[src/rtl/keypad_scan_decoder.sv]
// Matrix keypad scanner: column drive, row synchroniser, frame debounce,
// multi-key rejection and optional auto-repeat.
module keypad_scan_decoder #(
    parameter int ROWS                = 4,
    parameter int COLS                = 4,
    parameter int SCAN_CYCLES         = 8,
    parameter int DEBOUNCE_FRAMES     = 3,
    parameter int REPEAT_EN           = 0,
    parameter int REPEAT_DELAY_FRAMES = 8,
    parameter int REPEAT_RATE_FRAMES  = 4,
    localparam int CODE_W = (ROWS * COLS > 1) ? $clog2(ROWS * COLS) : 1
) (
    input  logic              clk,
    input  logic              rst,
    input  logic [ROWS-1:0]   filas,
    output logic [COLS-1:0]   columnas,
    output logic              key_valid,
    output logic [CODE_W-1:0] key_code,
    output logic              key_held,
    output logic              key_multi
);

    localparam int COL_W   = (COLS > 1) ? $clog2(COLS) : 1;
    localparam int SLOT_W  = $clog2(SCAN_CYCLES);
    localparam int CNT_W   = $clog2(DEBOUNCE_FRAMES + 1);
    localparam int RPT_MAX = (REPEAT_DELAY_FRAMES > REPEAT_RATE_FRAMES) ?
                             REPEAT_DELAY_FRAMES : REPEAT_RATE_FRAMES;
    localparam int RPT_W   = $clog2(RPT_MAX + 1);

    typedef enum logic [1:0] {
        IDLE,
        DEB_PRESS,
        HELD,
        DEB_RELEASE
    } state_t;

    logic [ROWS-1:0]   sync1, sync2;
    logic [SLOT_W-1:0] slot_q;
    logic [COL_W-1:0]  col_q;
    logic [1:0]        acc_cnt;
    logic [CODE_W-1:0] acc_idx;

    logic              slot_last, col_last, frame_end;
    logic [1:0]        row_cnt;
    logic [CODE_W-1:0] row_idx;
    logic [2:0]        sum;
    logic [1:0]        tot;
    logic [CODE_W-1:0] tot_idx;

    state_t            state, state_n;
    logic [CODE_W-1:0] cand, cand_n;
    logic [CNT_W-1:0]  cnt, cnt_n;
    logic [RPT_W-1:0]  rpt, rpt_n;
    logic              first, first_n;
    logic              valid_n, multi_n;
    logic [CODE_W-1:0] code_n;
    logic              single_cand;
    logic [RPT_W-1:0]  rpt_lim;

    assign slot_last = (slot_q == SLOT_W'(SCAN_CYCLES - 1));
    assign col_last  = (col_q == COL_W'(COLS - 1));
    assign frame_end = slot_last && col_last;

    always_comb begin
        columnas        = '0;
        columnas[col_q] = 1'b1;
    end

    // Pressed rows in the current column, merged into the frame tally
    always_comb begin
        row_cnt = 2'd0;
        row_idx = '0;
        for (int r = 0; r < ROWS; r++) begin
            if (sync2[r]) begin
                if (row_cnt != 2'd2)
                    row_cnt = row_cnt + 2'd1;
                row_idx = CODE_W'(int'(col_q) * ROWS + r);
            end
        end
        sum     = {1'b0, acc_cnt} + {1'b0, row_cnt};
        tot     = (sum >= 3'd2) ? 2'd2 : sum[1:0];
        tot_idx = (row_cnt == 2'd1) ? row_idx : acc_idx;
    end

    always_ff @(posedge clk) begin
        if (rst) begin
            sync1   <= '0;
            sync2   <= '0;
            slot_q  <= '0;
            col_q   <= '0;
            acc_cnt <= 2'd0;
            acc_idx <= '0;
        end else begin
            sync1 <= filas;
            sync2 <= sync1;
            if (slot_last) begin
                slot_q  <= '0;
                col_q   <= col_last ? '0 : col_q + 1'b1;
                acc_cnt <= col_last ? 2'd0 : tot;
                acc_idx <= col_last ? '0 : tot_idx;
            end else begin
                slot_q <= slot_q + 1'b1;
            end
        end
    end

    assign single_cand = (tot == 2'd1) && (tot_idx == cand);
    assign rpt_lim     = first ? RPT_W'(REPEAT_DELAY_FRAMES - 1)
                               : RPT_W'(REPEAT_RATE_FRAMES - 1);

    always_comb begin
        state_n = state;
        cand_n  = cand;
        cnt_n   = cnt;
        rpt_n   = rpt;
        first_n = first;
        valid_n = 1'b0;
        code_n  = key_code;
        multi_n = key_multi;
        if (frame_end) begin
            multi_n = (tot == 2'd2);
            unique case (state)
                IDLE: begin
                    if (tot == 2'd1) begin
                        cand_n = tot_idx;
                        if (DEBOUNCE_FRAMES == 1) begin
                            state_n = HELD;
                            valid_n = 1'b1;
                            code_n  = tot_idx;
                            rpt_n   = '0;
                            first_n = 1'b1;
                            cnt_n   = '0;
                        end else begin
                            state_n = DEB_PRESS;
                            cnt_n   = CNT_W'(1);
                        end
                    end
                end
                DEB_PRESS: begin
                    if (!single_cand) begin
                        state_n = IDLE;
                        cnt_n   = '0;
                    end else if (cnt >= CNT_W'(DEBOUNCE_FRAMES - 1)) begin
                        state_n = HELD;
                        valid_n = 1'b1;
                        code_n  = cand;
                        rpt_n   = '0;
                        first_n = 1'b1;
                        cnt_n   = '0;
                    end else begin
                        cnt_n = cnt + 1'b1;
                    end
                end
                HELD: begin
                    if (single_cand) begin
                        // rpt stays 0 when repeat is disabled
                        if (REPEAT_EN != 0) begin
                            if (rpt >= rpt_lim) begin
                                valid_n = 1'b1;
                                code_n  = cand;
                                rpt_n   = '0;
                                first_n = 1'b0;
                            end else begin
                                rpt_n = rpt + 1'b1;
                            end
                        end
                    end else if (DEBOUNCE_FRAMES == 1) begin
                        state_n = IDLE;
                    end else begin
                        state_n = DEB_RELEASE;
                        cnt_n   = CNT_W'(1);
                    end
                end
                DEB_RELEASE: begin
                    if (single_cand) begin
                        state_n = HELD;
                        cnt_n   = '0;
                    end else if (cnt >= CNT_W'(DEBOUNCE_FRAMES - 1)) begin
                        state_n = IDLE;
                        cnt_n   = '0;
                    end else begin
                        cnt_n = cnt + 1'b1;
                    end
                end
                default: state_n = IDLE;
            endcase
        end
    end

    always_ff @(posedge clk) begin
        if (rst) begin
            state     <= IDLE;
            cand      <= '0;
            cnt       <= '0;
            rpt       <= '0;
            first     <= 1'b0;
            key_valid <= 1'b0;
            key_code  <= '0;
            key_multi <= 1'b0;
        end else begin
            state     <= state_n;
            cand      <= cand_n;
            cnt       <= cnt_n;
            rpt       <= rpt_n;
            first     <= first_n;
            key_valid <= valid_n;
            key_code  <= code_n;
            key_multi <= multi_n;
        end
    end

    assign key_held = (state == HELD) || (state == DEB_RELEASE);

endmodule

[config.mk]
export PLATFORM = sky130hd
export DESIGN_NAME = keypad_scan_decoder
export DESIGN_NICKNAME = d
export VERILOG_FILES = /design/src/rtl/keypad_scan_decoder.sv
export SDC_FILE = /design/constraint.sdc
export NUM_CORES = 1
export LEC_CHECK = 0
export BUFFER_PORTS_ARGS = -buffer_cell sky130_fd_sc_hd__buf_2
export CORE_MARGIN = 1
export CORE_UTILIZATION = 50
export DETAILED_ROUTE_END_ITERATION = 12
export PLACE_DENSITY = 0.76
export SETUP_SLACK_MARGIN = 0.05
export SYNTH_ARGS = -nofsm -noshare
export SYNTH_HDL_FRONTEND = slang
export SYNTH_SLANG_ARGS = --single-unit
[constraint.sdc]
create_clock -name clk -period 4.25 [get_ports clk]
set_input_delay 0.85 -clock clk [delete_from_list [all_inputs] [get_ports clk]]
set_output_delay 0.85 -clock clk [all_outputs]
set_load 0.01 [all_outputs]
# Yosys cells after proc, flatten, opt, wreduce, memory -nomap -nowiden
# Index checks and enable logic that the tools add are counted.
# Widths: inputs -> output; s select.
# op_classes
bitwise	3
add_sub_neg	10
n_reduce_logical	11
magnitude_cmp	4
mux	31
n_eq_ne	16
# ops
op	count
$mux 2	19
$mux 4	6
$pmux 2 s4	2
$add 2x1->2 const B	5
$ne 2x2->1 const B	5
$add 4x2->4 const B	2
$eq 2x2->1 const B	4
$eq 2x1->1 const B	3
$ne 3x3->1 const B	2
$reduce_and 3->1	2
$reduce_and 5->1	1
$add 4x1->4 const B	1
$eq 4x4->1	1
$reduce_and 4->1	1
$reduce_or 4->1	1
$add 2x2->3	1
$add 3x1->3 const B	1
$eq 3x3->1 const B	1
$ge 3x2->1 const B	1
$logic_and 1x1->1	3
$lt 2x3->1 const B	1
$mux 1	3
$not 1->1	3
$demux 1 s2	1
5 further kinds	5
# word_totals
output_inout_bits	11
wordCells	87
regBits	33

# Depth between registers and ports, before layout
# depth
word_depth	17
ltp_mapped	16
depth_no_buf	16

# Worst setup path before layout
# No wires, ideal clock.
# synth_timing
path_type	register -> register
start	register sync2[0]
end	register cand[2]
arrival_time_ps	3126
path_stages_with_launch	15
path_slack_ps	997
required_time_ps	4122
path_cell_list	dfxtp_1 > inv_1 > ha_1 > mux2_2 > inv_1 > ha_1 > nand2b_1 > o21a_1 > ha_1 > inv_1 > fa_1 > nand3_1 > nor4_1 > mux2i_1 > nor2_1
# synth_between
elab_chain_len	15
elab_cells_between_ends	24
classes_between	add/sub (4); order compare (1); eq/ne (5); mux (13); reduce/logical (1)
# synth_lines
item	line_no	rtl
start: declaration	37	logic [ROWS-1:0] sync1, sync2;
start signal: assignment	95	sync2 <= sync1;
$mux 1	74	if (sync2[r]) begin
$add 2x1->2 / $ne 2x2->1 (equally long branches)	76, 75	
$mux 2	75	if (row_cnt != 2'd2)
$mux 2	74	
$add 2x1->2 / $ne 2x2->1 (equally long branches)	76, 75	
$mux 2	75	
$mux 2	74	
$add 2x1->2 / $ne 2x2->1 (equally long branches)	76, 75	
$mux 2	75	
$mux 2	74	
$add 2x2->3	80	sum = {1'b0, acc_cnt} + {1'b0, row_cnt};
$ge 3x2->1	81	tot = (sum >= 3'd2) ? 2'd2 : sum[1:0];
$mux 2	81	
$eq 2x1->1	124	if (tot == 2'd1) begin
$reduce_and 3->1 (no source line)	--	
end signal: assignment	202	cand <= cand_n;
end: declaration	51	logic [CODE_W-1:0] cand, cand_n;
# Several ways; a longest one is shown, not always the timed one.
# A chain may end at the register's enable or synchronous reset.

# Worst setup path in the final report
# layout_timing
start	register sync2[1]
end	register key_code[0]
# layout_between
elab_chain_len	13
elab_cells_between_ends	21
classes_between	add/sub (3); order compare (1); eq/ne (5); mux (10); reduce/logical (2)
# layout_lines
item	line_no	rtl
$mux 2	74	
$add 2x1->2 / $ne 2x2->1 (equally long branches)	76, 75	
$mux 2	75	
$mux 2	74	
$add 2x1->2 / $ne 2x2->1 (equally long branches)	76, 75	
$mux 2	75	
$mux 2	74	
$add 2x2->3	80	
$ge 3x2->1	81	
$mux 2	81	
$eq 2x1->1	107	assign single_cand = (tot == 2'd1) && (tot_idx == cand);
$logic_and 1x1->1 *	107	
$reduce_and 4->1 (no source line) *	--	
end signal: assignment	207	key_code <= code_n;
end: declaration	18	output logic [CODE_W-1:0] key_code,
# Every way passes the cells marked *; elsewhere a longest branch is shown, timed or not.

==> implementation parameters <==
Parameter                              Value

Place
  Placed Cells incl. Taps    237
  HPWL reported at the end of detailed placement    2.23 mm
  Placed instance area    1760 µm²
  Routability-driven placement congestion ratio    0.840
  Port-buffer cells    16
  Minimum setup slack after placement    0.744 ns

Global route
  Number of global-route vias before repair    1256
  Total routing resource utilization after global routing    19.9%
  Largest net degree at the start of global routing    36
  Antenna violations before repair    0
  Grt ovf    0
  Wire length of the first global-routing pass    5.29 mm

Synth
  Instance count of the mapped netlist    186
  Synth warnings    0
  Arithmetic-cell share of the synthesized area counting full adders, half adders and majority gates    9.49%
  Number of library cell types mapped by synthesis    48
  Synthesized-area fraction occupied by xor and xnor cells    1.58%
  Area share of and/or/nand/nor cells after synthesis    27.7%
  Post-synth EDFFs    0
  Multiplexer area fraction after synthesis    4.29%
  Most instantiated flip-flop cell in the synthesis netlist    dfxtp_1
  Main combinational cell family by area after synthesis    simple AND/OR/NAND/NOR gates
  #FFs+latches synth    33
  Fraction of the mapped netlist area in compound gates    12.4%
  Share of synthesized registers carrying an async set or reset    0%
  Proportion of synthesized chip area in sequential cells    39.8%
  Post-synthesis average cell area    8.93 µm²
  Net Count, Synth    204
  Area of the mapped netlist    1660 µm²

Route
  Drt first pass iters    4
  Vias after detailed routing    1322
  Detailed-route DRC error count    0
  Final Routed Wirelength    3.06 mm
  Via-to-Cell Ratio    5.42
  Post-detailed-route wirelength per cell    12.5 µm
  Starting DRT DRC Count    36
  Remaining antenna violation count    0

Floorplan
  Number of top-level pins    17
  Die outline height    59.6 µm
  Initial cell density of the core    53.5%
  FP Rows    20
  Area inside the core boundary    3100 µm²
  Die X-Extent    59.6 µm
  Die Area    3560 µm²

Setup path
  Type of destination of the critical path    register
  WP data arrival    3.80 ns
  CP Class    reg -> reg
  Worst setup path startpoint    sync2[1]
  Crit path max fanout    10
  Critical path launch point type    register
  Worst path required time    4.50 ns
  Launch instance of the worst register-to-register path    sync2[1]

Timing
  Final setup slack of the worst path    0.703 ns
  Clock period minus worst slack    3.55 ns
  Final critical-path share of the clock period    83.5%
  Sum of negative setup slack    0 ns
  Finish-stage setup viols    0
  Worst slew pin tran    0.584 ns
  Max Clock Skew    0.0167 ns
  Relative slew slack    61.1%
  Timing-limited maximum frequency    282 MHz
  Setup repair after global routing missed its margin    no
  Slew Limit Fails    0
  Endpoints failing hold    0

Job
  Number of maximum-capacitance constraint violations    0

Finish
  Area Growth Syn to Fin    9.41%
  Area taken by multi-input logic gates    922 µm²
  Non-filler cells, final    244
  Share of layout cells above drive strength 1    14.0%
  Ant. Diodes    0
  Final instance area    1820 µm²
  Register Area    661 µm²
  Filler Cell Count    301
  Post-layout net count    218

Clock network
  Quantity of gates resized following cts    0
  Clock tree from TritonCTS    built
  # clock sinks    33
  Clock Tree Buf Depth    2
  H-Tree Depth    2
  Root buffer selected by CTS    clkbuf_4
  Post-CTS Hold Fix Bufs    0
  Number of post-CTS setup repair buffers    0
  Clock latency of the later-clocked register in the worst-skew pair    0.33 ns
  TritonCTS buffer count    5
  Clock slew at reported path FFs    0.10 ns

Outcome
  Result of the run    finished, final reports clean

Pwr
  Cell leakage power    0.741 nW
  Maximum resistive drop on vdd    0.000217 V
  Cell area power density    303 nW/µm²

Worst hold path
  Min-Delay Startpoint    slot_q[0]
  Worst min-delay path category    reg -> reg
[path summary, 6_finish.rpt]
check                end  slack, ns  depth (start not counted)
min reg2reg    slot_q[0]       0.43                          1
min            slot_q[0]       0.43                          1
max reg2reg  key_code[0]       0.70                         15
max          key_code[0]       0.70                         15
[synthesized netlist by cell type (2+ instances only)]
master	n	area share [%]
nand3_1	8	2.4
o2111ai_1	2	1.1
xnor2_1	3	1.6
ha_1	11	8.3
mux2i_1	6	3.6
dfxtp_1	33	40
inv_1	9	2.0
o31ai_1	2	0.90
and3_1	4	1.5
nor4_1	2	0.75
nor2_1	19	4.3
a21oi_1	14	4.2
clkbuf_1	8	1.8
nand4_1	2	0.75
nand2b_1	4	1.5
nand3b_1	3	1.4
o2bb2ai_1	2	1.1
nor3b_1	2	0.90
nor2b_1	13	4.9
nand2_1	11	2.5
[state kept, by name (all words and copies together) (netlist names), named ones only]
register and count:
acc_idx 4, cand 4, key_code 4, sync1 4
sync2 4, slot_q 3, acc_cnt 2, cnt 2
col_q 2, key_multi 1, key_valid 1, state 1
[worst max-delay path, cell delays in order (launching register included)]
cell	delay, ns
dfxtp_1	0.36
inv_1	0.09
ha_1	0.29
mux2_2	0.30
inv_1	0.07
ha_1	0.19
nand2b_1	0.16
o21a_1	0.14
ha_1	0.13
inv_1	0.04
fa_1	0.53
nand3_1	0.12
nor4_2	0.35
and3_1	0.41
nand3_1	0.14
a21oi_1	0.15
[through the flow]
stage,util (%),power (W),hold slack (ns)
6_report,58.6,0.000551,0.434
5_1_grt,58.6,0.000579,0.467
4_1_cts,58.6,0.000556,0.442
3_5_place_dp,56.7,0.000375,0.425
3_3_place_gp,56.7,0.000372,0.413
2_1_floorplan,-,0.000368,0.404
[power breakdown]
part	leakage (nW)	switching, W	internal [W]
sequential	0.268	0.00000365	0.000315
combinational	0.442	0.0000277	0.0000223
clock	0.0303	0.000105	0.0000774
[kinds of logic after synthesis]
| logic type | count (synthesis) |
|---|---|
| XOR/XNOR | 3 |
| buffers and inverters | 19 |
| AND/OR/NAND/NOR | 81 |
| flip-flops | 33 |
| adder cells (fa/ha/maj) | 12 |
| AO/OA/AOI/OAI | 31 |
| multiplexers | 7 |
[metal layers]
metal | wire [µm] | up-vias | track usage, %
met5 | 0 | - | 0
met4 | 75 | 0 | 10.6
met3 | 109 | 8 | 3.93
met2 | 1450 | 30 | 32.4
met1 | 1420 | 610 | 24.8
li1 | - | 674 | -
[layout make-up]
class | count | share of cell area [%]
well taps | 44 | 3.03
clock buffers | 6 | 2.82
flip-flops and latches | 33 | 36.3
clock inverters | 1 | 0.413
repair buffers | 17 | 4.82
inverters | 9 | 1.86
multi-input cells | 134 | 50.7
[layout by cell type, fill, tap and decap left out, types with 2 or more instances in the layout]
master | Yosys | routed
nor2b_1 | 13 | 13
ha_1 | 11 | 11
xnor2_1 | 3 | 3
dfxtp_1 | 33 | 33
nand2_1 | 11 | 11
nand3_1 | 8 | 8
nand3b_1 | 3 | 3
nor3b_1 | 2 | 2
nand4_1 | 2 | 2
o2bb2ai_1 | 2 | 2
and3_1 | 4 | 4
nor2_1 | 19 | 19
nand2b_1 | 4 | 4
o31ai_1 | 2 | 2
mux2i_1 | 6 | 6
buf_2 | 0 | 16
inv_1 | 9 | 9
o2111ai_1 | 2 | 2
nor4_1 | 2 | 2
clkbuf_4 | 0 | 5
a21oi_1 | 14 | 14
Power figures use the tool's default switching activity.
